**src/rtl/uart_msg_pkg.sv**
```systemverilog
// Shared types, constants and byte helpers for the UART message sequencer.
`timescale 1ns/1ps
package uart_msg_pkg;

    typedef enum logic [1:0] {
        StIdle = 2'd0,
        StLoad = 2'd1,
        StSend = 2'd2,
        StWait = 2'd3
    } state_e;

    localparam logic [7:0] ASCII_CR = 8'h0D;
    localparam logic [7:0] ASCII_LF = 8'h0A;
    localparam int unsigned MSG_LEN = 4;

    function automatic logic [7:0] hex_ascii(input logic [3:0] n);
        // 0x37 + n maps 10..15 onto 'A'..'F'
        return (n < 4'd10) ? (8'h30 + {4'h0, n}) : (8'h37 + {4'h0, n});
    endfunction

    function automatic logic [7:0] frame_byte(input logic [1:0] idx, input logic [7:0] data);
        logic [7:0] b;
        case (idx)
            2'd0:    b = hex_ascii(data[7:4]);
            2'd1:    b = hex_ascii(data[3:0]);
            2'd2:    b = ASCII_CR;
            default: b = ASCII_LF;
        endcase
        return b;
    endfunction

endpackage

```
**src/rtl/uart_msg_sequencer_edge_detect.sv**
```systemverilog
// Rising-edge one-shot: high for the single cycle where d_i=1 and the previous sample was 0.
`timescale 1ns/1ps
module edge_detect (
    input  logic clk_i,
    input  logic rst_ni,
    input  logic d_i,
    output logic rise_o
);

    logic d_q;

    always_ff @(posedge clk_i or negedge rst_ni) begin
        if (!rst_ni) begin
            d_q <= 1'b0;
        end else begin
            d_q <= d_i;
        end
    end

    assign rise_o = d_i & ~d_q;

endmodule

```
**src/rtl/uart_msg_sequencer.sv**
```systemverilog
// Button-triggered sender of "HH\r\n" frames through a send/busy UART transmitter.
// Optional auto-repeat while the button is held: define UART_MSG_AUTO_REPEAT_EN.
`timescale 1ns/1ps
module uart_msg_sequencer
    import uart_msg_pkg::*;
#(
    parameter int unsigned ACK_TIMEOUT   = 1000
`ifdef UART_MSG_AUTO_REPEAT_EN
    ,
    parameter int unsigned REPEAT_CYCLES = 50_000_000
`endif
) (
    input  logic       clk,
    input  logic       reset,
    input  logic       btn,
    input  logic [7:0] sw,
    input  logic       tx_busy,
    output logic       tx_send,
    output logic [7:0] tx_din,
    output logic       active,
    output logic       err
);

    state_e      state_q, state_d;
    logic [1:0]  idx_q, idx_d;
    logic [7:0]  data_q, data_d;
    logic [7:0]  tx_din_q, tx_din_d;
    logic        tx_send_q, tx_send_d;
    logic        active_q, active_d;
    logic        err_q, err_d;
    logic [15:0] cnt_q, cnt_d;
    logic        trig;
    logic        start;

    edge_detect u_edge_detect (
        .clk_i  (clk),
        .rst_ni (reset),
        .d_i    (btn),
        .rise_o (trig)
    );

`ifdef UART_MSG_AUTO_REPEAT_EN
    localparam logic [25:0] RepeatMax = 26'(REPEAT_CYCLES);

    logic [25:0] hold_q, hold_d;

    // Saturates at RepeatMax so a long frame still repeats once it is back in idle.
    always_comb begin
        hold_d = hold_q;
        if (!btn) begin
            hold_d = '0;
        end else if (state_q == StIdle && start) begin
            hold_d = '0;
        end else if (hold_q != RepeatMax) begin
            hold_d = hold_q + 26'd1;
        end
    end

    always_ff @(posedge clk or negedge reset) begin
        if (!reset) begin
            hold_q <= '0;
        end else begin
            hold_q <= hold_d;
        end
    end

    assign start = trig | (btn & (hold_q == RepeatMax));
`else
    assign start = trig;
`endif

    always_comb begin
        state_d   = state_q;
        idx_d     = idx_q;
        data_d    = data_q;
        tx_din_d  = tx_din_q;
        tx_send_d = tx_send_q;
        active_d  = active_q;
        err_d     = err_q;
        cnt_d     = cnt_q;
        case (state_q)
            StIdle: begin
                tx_send_d = 1'b0;
                cnt_d     = '0;
                if (start) begin
                    data_d   = sw;
                    idx_d    = 2'd0;
                    err_d    = 1'b0;
                    active_d = 1'b1;
                    state_d  = StLoad;
                end
            end
            StLoad: begin
                tx_din_d  = frame_byte(idx_q, data_q);
                tx_send_d = 1'b1;
                cnt_d     = '0;
                state_d   = StSend;
            end
            StSend: begin
                if (tx_busy) begin
                    tx_send_d = 1'b0;
                    cnt_d     = '0;
                    state_d   = StWait;
                end else if (cnt_q == 16'(ACK_TIMEOUT - 1)) begin
                    tx_send_d = 1'b0;
                    err_d     = 1'b1;
                    active_d  = 1'b0;
                    cnt_d     = '0;
                    state_d   = StIdle;
                end else begin
                    cnt_d = cnt_q + 16'd1;
                end
            end
            StWait: begin
                tx_send_d = 1'b0;
                if (!tx_busy) begin
                    if (idx_q == 2'(MSG_LEN - 1)) begin
                        active_d = 1'b0;
                        state_d  = StIdle;
                    end else begin
                        idx_d     = idx_q + 2'd1;
                        tx_din_d  = frame_byte(idx_q + 2'd1, data_q);
                        tx_send_d = 1'b1;
                        state_d   = StSend;
                    end
                end
            end
            default: begin
                tx_send_d = 1'b0;
                active_d  = 1'b0;
                cnt_d     = '0;
                state_d   = StIdle;
            end
        endcase
    end

    always_ff @(posedge clk or negedge reset) begin
        if (!reset) begin
            state_q   <= StIdle;
            idx_q     <= 2'd0;
            data_q    <= 8'h00;
            tx_din_q  <= 8'h00;
            tx_send_q <= 1'b0;
            active_q  <= 1'b0;
            err_q     <= 1'b0;
            cnt_q     <= '0;
        end else begin
            state_q   <= state_d;
            idx_q     <= idx_d;
            data_q    <= data_d;
            tx_din_q  <= tx_din_d;
            tx_send_q <= tx_send_d;
            active_q  <= active_d;
            err_q     <= err_d;
            cnt_q     <= cnt_d;
        end
    end

    assign tx_send = tx_send_q;
    assign tx_din  = tx_din_q;
    assign active  = active_q;
    assign err     = err_q;

endmodule

```
**config.mk**
```make
export PLATFORM = sky130hd
export DESIGN_NAME = uart_msg_sequencer
export DESIGN_NICKNAME = d
export VERILOG_FILES = /design/src/rtl/uart_msg_pkg.sv /design/src/rtl/uart_msg_sequencer_edge_detect.sv /design/src/rtl/uart_msg_sequencer.sv
export SDC_FILE = /design/constraint.sdc
export NUM_CORES = 1
export LEC_CHECK = 0
export BUFFER_PORTS_ARGS = -buffer_cell sky130_fd_sc_hd__buf_2
export CELL_PAD_IN_SITES_DETAIL_PLACEMENT = 1
export CELL_PAD_IN_SITES_GLOBAL_PLACEMENT = 2
export CORE_ASPECT_RATIO = 0.6
export CORE_MARGIN = 3
export CORE_UTILIZATION = 39
export DETAILED_ROUTE_END_ITERATION = 8
export HOLD_SLACK_MARGIN = 0.05
export PLACE_DENSITY_LB_ADDON = 0.1
export SLEW_MARGIN = 20
export SYNTH_ARGS = -nofsm -noshare
export SYNTH_HDL_FRONTEND = slang
export SYNTH_SLANG_ARGS = --single-unit
```
**constraint.sdc**
```tcl
create_clock -name clk -period 6.04 [get_ports clk]
set_input_delay 0.906 -clock clk [delete_from_list [all_inputs] [get_ports clk]]
set_output_delay 0.906 -clock clk [all_outputs]
set_load 0.01 [all_outputs]
```
Word level (Yosys, flattened, before mapping) --
Index checks and enable logic that the tools add are counted.
Word-level totals: bits in registers 40, latch bits 0, RAM bits 0, bits in read-only memories 0, bits of input ports 12, output and inout bits 11, logic and storage cells 84, memories kept 0
Cells by class: add/subtract/negate cells 6, multiply operators 0, div/mod/pow operators 0, magnitude comparators 2, equality and inequality tests 16, shift-type cells 0, multiplexer cells 34, bitwise operators 2, reductions and logical operators 15
Operators with widths (count):
- $pmux 7 s3 | 2
- $mux 16 | 2
- $pmux 16 s2 | 1
- $add 6x4->7 const A | 4
- $add 16x1->16 const B | 1
- $eq 16x10->1 const B | 1
- $mux 2 | 8
- $mux 8 | 2
- $pmux 8 s2 | 1
- $mux 7 | 2
- $ne 2x2->1 const B | 6
- $mux 1 | 11
- $eq 2x2->1 const B | 5
- $lt 4x4->1 const B | 2
- $pmux 2 s4 | 1
- $reduce_and 4->1 | 2
- $reduce_bool 2->1 | 4
- $eq 2x1->1 const B | 3
- $logic_not 2->1 | 3
- $reduce_and 3->1 | 2
- $reduce_and 6->1 | 1
- $pmux 1 s4 | 1
- $pmux 2 s2 | 1
- $ne 3x3->1 const B | 1
- 8 further kinds | 8

Longest topological paths before layout --
depth after elaboration 6, gate-level depth with buffers 7, depth with buffers taken out 7

By module --
Synthesis repeated with hierarchy kept, for this count alone.
Second synthesis, totals: cells, all modules 243, area, all modules 2257.2 um^2
Modules (own cells, without submodules):
- uart_msg_sequencer | instances 1, cells an instance 241, area each 2218.4 um^2, seq. area each 950.9 um^2
- edge_detect | instances 1, cells an instance 2, area each 38.8 um^2, seq. area each 25.0 um^2

Worst setup path after synthesis --
OpenSTA, ideal clock, no wires.
path kind reg-to-reg, from reg cnt_q[10], to reg cnt_q[3], setup time 126 ps, arrival time 2153 ps, required time 5914 ps, setup slack 3761 ps, stages on the path, launching flop included 7, path buffers 2, period minus slack after synthesis 2279 ps, cell sequence dfrtp_1 -> buf_6 -> or4_1 -> or4_4 -> and3b_4 -> buf_6 -> a311o_1
On the way: word-level cells in the longest chain between the ends 4
RTL lines:
- start: declaration | line uart_msg_sequencer.sv:31 | logic [15:0] cnt_q, cnt_d;
- start signal: assignment | line uart_msg_sequencer.sv:155 | cnt_q <= cnt_d;
- $eq 16x10->1 | line uart_msg_sequencer.sv:104 | end else if (cnt_q == 16'(ACK_TIMEOUT - 1)) begin
- $mux 16 | line uart_msg_sequencer.sv:104
- $mux 16 | line uart_msg_sequencer.sv:100 | if (tx_busy) begin
- $pmux 16 s2 | line uart_msg_sequencer.sv:81 | case (state_q)
Every way passes these cells. A chain may end at the register's enable or synchronous reset.

Worst setup path after layout --
Same ends and word-level chain as after synthesis.

==> metrics.yaml <==
syn2layout_area_growth_pct: 9.698
numCtsBuffers: 5
cts_hold_buf: 0
finalSetupTns_ns: 0
min_period_ns: 2.342
htree_num_levels: 2
cts_repair_resize_count: 0
layout_worst_path_cycle_share_pct: 38.78
antenna_cells: 0
startpoint_type: "flip-flop"
peakVddDrop_mv: 0.2084
stdcell_area_mm2: 0.002406
crit_path_start: "cnt_q[10]"
gp_congestion: 0.8384
switchingPower_mw: 0.4423
max_slew_margin_pct: 40.19
synth_cells: 238
fmax_mhz: 426.9
setup_viol: 0
cp_num_cells: 5
max_stage_delay_ns: 0.58
crit_arrival_ns: 2.52
clockBufferDepth: 2
leakagePower_nw: 1.043
start_util_pct: 41.94
vias: 1840
synth_ff_type: "dfrtp_1"
io_pins: 23
grt_antenna_before_repair: 0
synth_top_cell_by_area: "dfrtp_1"
path_buf_inv: 0
die_area_mm2: 0.006589
drc: 0
hp-start: "tx_din[2]"
pwr-share-clk_pct: 17.0
synth_area_leaders: "dfrtp_1 (44%), nand2_1 (5.8%), o21ai_0 (4.3%), a31oi_1 (4.0%), ha_1 (4.0%)"
clkLatencyLatePin_ns: 0.29
grt_overflow: 0
path_class: "flip-flop to flip-flop"
reg2reg_to: "cnt_q[3]"
vias_per_cell: 5.786
critPathTopFamily: "simple AND/OR/NAND/NOR gates"
syn_nets: 257
rsz0062_at_grt: "no"
drtIter0Drc: 113
cts_sinks: 39
worst_pin_slew_ns: 0.8971
yosysSeqAreaShare_pct: 44.50
fin_skew_ns: 0.003206
cp-endpoint: "cnt_q[3]"
cp_cell_sequence: "or4_1 > or4_4 > nand3b_1 > nor3_1 > a311o_1"
synth_warnings: 0
final_util_pct: 46.00
worstPathRequired_ns: 6.22
rows: 20
seq_power_share_pct: 39.2
swShare_pct: 41.72
root_buffer: "clkbuf_8"
wl_per_cell_um: 17.18
wl_mm: 5.462
core_area_mm2: 0.005230
power_density_mw_per_mm2: 440.6
drive_gt1_share_pct: 16.27
endpoint_kind: "flip-flop"
portBuffers: 21
drv_slew: 0
internal_power_mw: 0.6179
ys_ff_latch: 39
fp.dieW_um: 102.8
grt_start_max_net_pins: 40
worstRegToRegCells: 5
whs_ns: 0.4748
tritoncts: "done"
grt_pass1_wl_mm: 9.239
synth_edf_count: 0
ys_types: 43
outcome: "finished clean"
dpl.hpwl_mm: 3.969
firstDrtPassIters: 4
avgSynthCellArea_um2: 9.216
cts_setup_buffers: 0
placed_area_mm2: 0.002318
holdCritPathClass: "flip-flop to flip-flop"
die_h_um: 64.09
rr_startpoint: "cnt_q[10]"
async_flop_share_pct: 100.0
postRouteAntennaNets: 0
layout.nets: 271
syn-cell-area_mm2: 0.002193
grt_pass1_vias: 1799
p_comb_share_pct: 43.8
crit_path_top_delay_cell: "or4_4"
synth_top_area_share_pct: 44.50
maxCapViolations: 0
path_max_fanout: 9
hold_viol: 0
grt_use_total_pct: 18.27
reg2reg_slack_ns: 3.70
clk_pin_slew_ns: 0.08
==> final cells by class <==
class,count,area [µm²]
inverters,6,22.52
multi-input cells,178,1125
repair buffers,22,112.6
well taps,66,82.58
clock inverters,1,5.005
fillers,628,2824
clock buffers,6,82.58
flip-flops and latches,39,975.9
==> how the worst min path moves through the flow <==
stage / to / slack [ns] / cells past startpoint
final: tx_din[2] / 0.47 / 2
after CTS: tx_din[2] / 0.48 / 2
after detailed placement: tx_din[2] / 0.47 / 2
after floorplan: cnt_q[13] / 0.46 / 1
after global routing: tx_din[6] / 0.52 / 2
after global placement: tx_din[4] / 0.46 / 2
==> cell usage in the layout (no fill, tap or decap), types with 3 or more instances in the layout <==
cell type	count
dfrtp_1	39
nand2_1	34
buf_2	21
o21ai_0	19
a31oi_1	14
a21oi_1	14
nor2_1	10
nand3_1	8
o22a_1	7
mux2_2	7
ha_1	7
inv_1	6
nor2b_1	6
a22oi_1	6
a221oi_1	6
nor3_1	6
clkbuf_8	6
o21a_1	3
==> sequential cells by signal, summed over array words and instances, names as in the netlist <==
| name | flops |
|---|---|
| cnt_q | 16 |
| data_q | 8 |
| tx_din | 7 |
| idx_q | 2 |
| state_q | 2 |
| active | 1 |
| err | 1 |
| tx_send | 1 |
| u_edge_detect.d_q | 1 |
==> power groups by stage <==
stage	clock network [mW]	registers, mW	logic, mW
after detailed placement	0	0.421	0.456
final	0.180	0.416	0.464
after CTS	0.188	0.416	0.461
after global routing	0.203	0.431	0.522
after global placement	0	0.418	0.449
after floorplan	0	0.394	0.349
==> cell usage after synthesis, types with 2 or more instances <==
| cell | count |
|---|---|
| inv_1 | 6 |
| a311o_1 | 2 |
| o22a_1 | 7 |
| nand2b_1 | 2 |
| a31oi_1 | 14 |
| nor2_1 | 10 |
| a22oi_1 | 6 |
| nor4_1 | 2 |
| and3_1 | 2 |
| o21ai_0 | 19 |
| nand2_1 | 34 |
| nand4_1 | 2 |
| o21a_1 | 3 |
| mux2_2 | 7 |
| o31ai_1 | 2 |
| xnor2_1 | 2 |
| a221oi_1 | 6 |
| nor3_1 | 6 |
| clkbuf_1 | 10 |
| nand3_1 | 8 |
| a21oi_1 | 14 |
| nor2b_1 | 6 |
| or4_1 | 2 |
| dfrtp_1 | 39 |
| ha_1 | 7 |
| buf_6 | 2 |
| xor2_1 | 2 |
==> worst min-delay path, cell delays in order, from the launching register on <==
cell and delay, ns:
dfrtp_1 0.34, nand2_1 0.04, o21ai_0 0.06
==> cells by family after synthesis <==
kind of cell / synth area share, %
simple gates: 18.20
compound gates: 23.45
flops: 44.50
buf+inv: 4.506
fa+ha+maj: 3.993
mux: 3.594
xor+xnor: 1.598
other cells: 0.1710
==> routing by layer <==
metal	track usage [%]	wire (µm)	vias to the layer above
li1	-	-	902
met2	21.70	1915	46
met4	4.200	51	0
met5	0	0	-
met3	5.016	272	6
met1	31.02	3223	886
==> stage by stage <==
stage,worst slack (ns),power [mW],cells
after floorplan,3.761,0.7432,238
after global placement,3.742,0.8664,311
after detailed placement,3.692,0.8767,311
after CTS,3.687,1.065,318
after global routing,3.586,1.155,318
final,3.698,1.060,318
No activity file was read; power rests on OpenSTA's default activity.
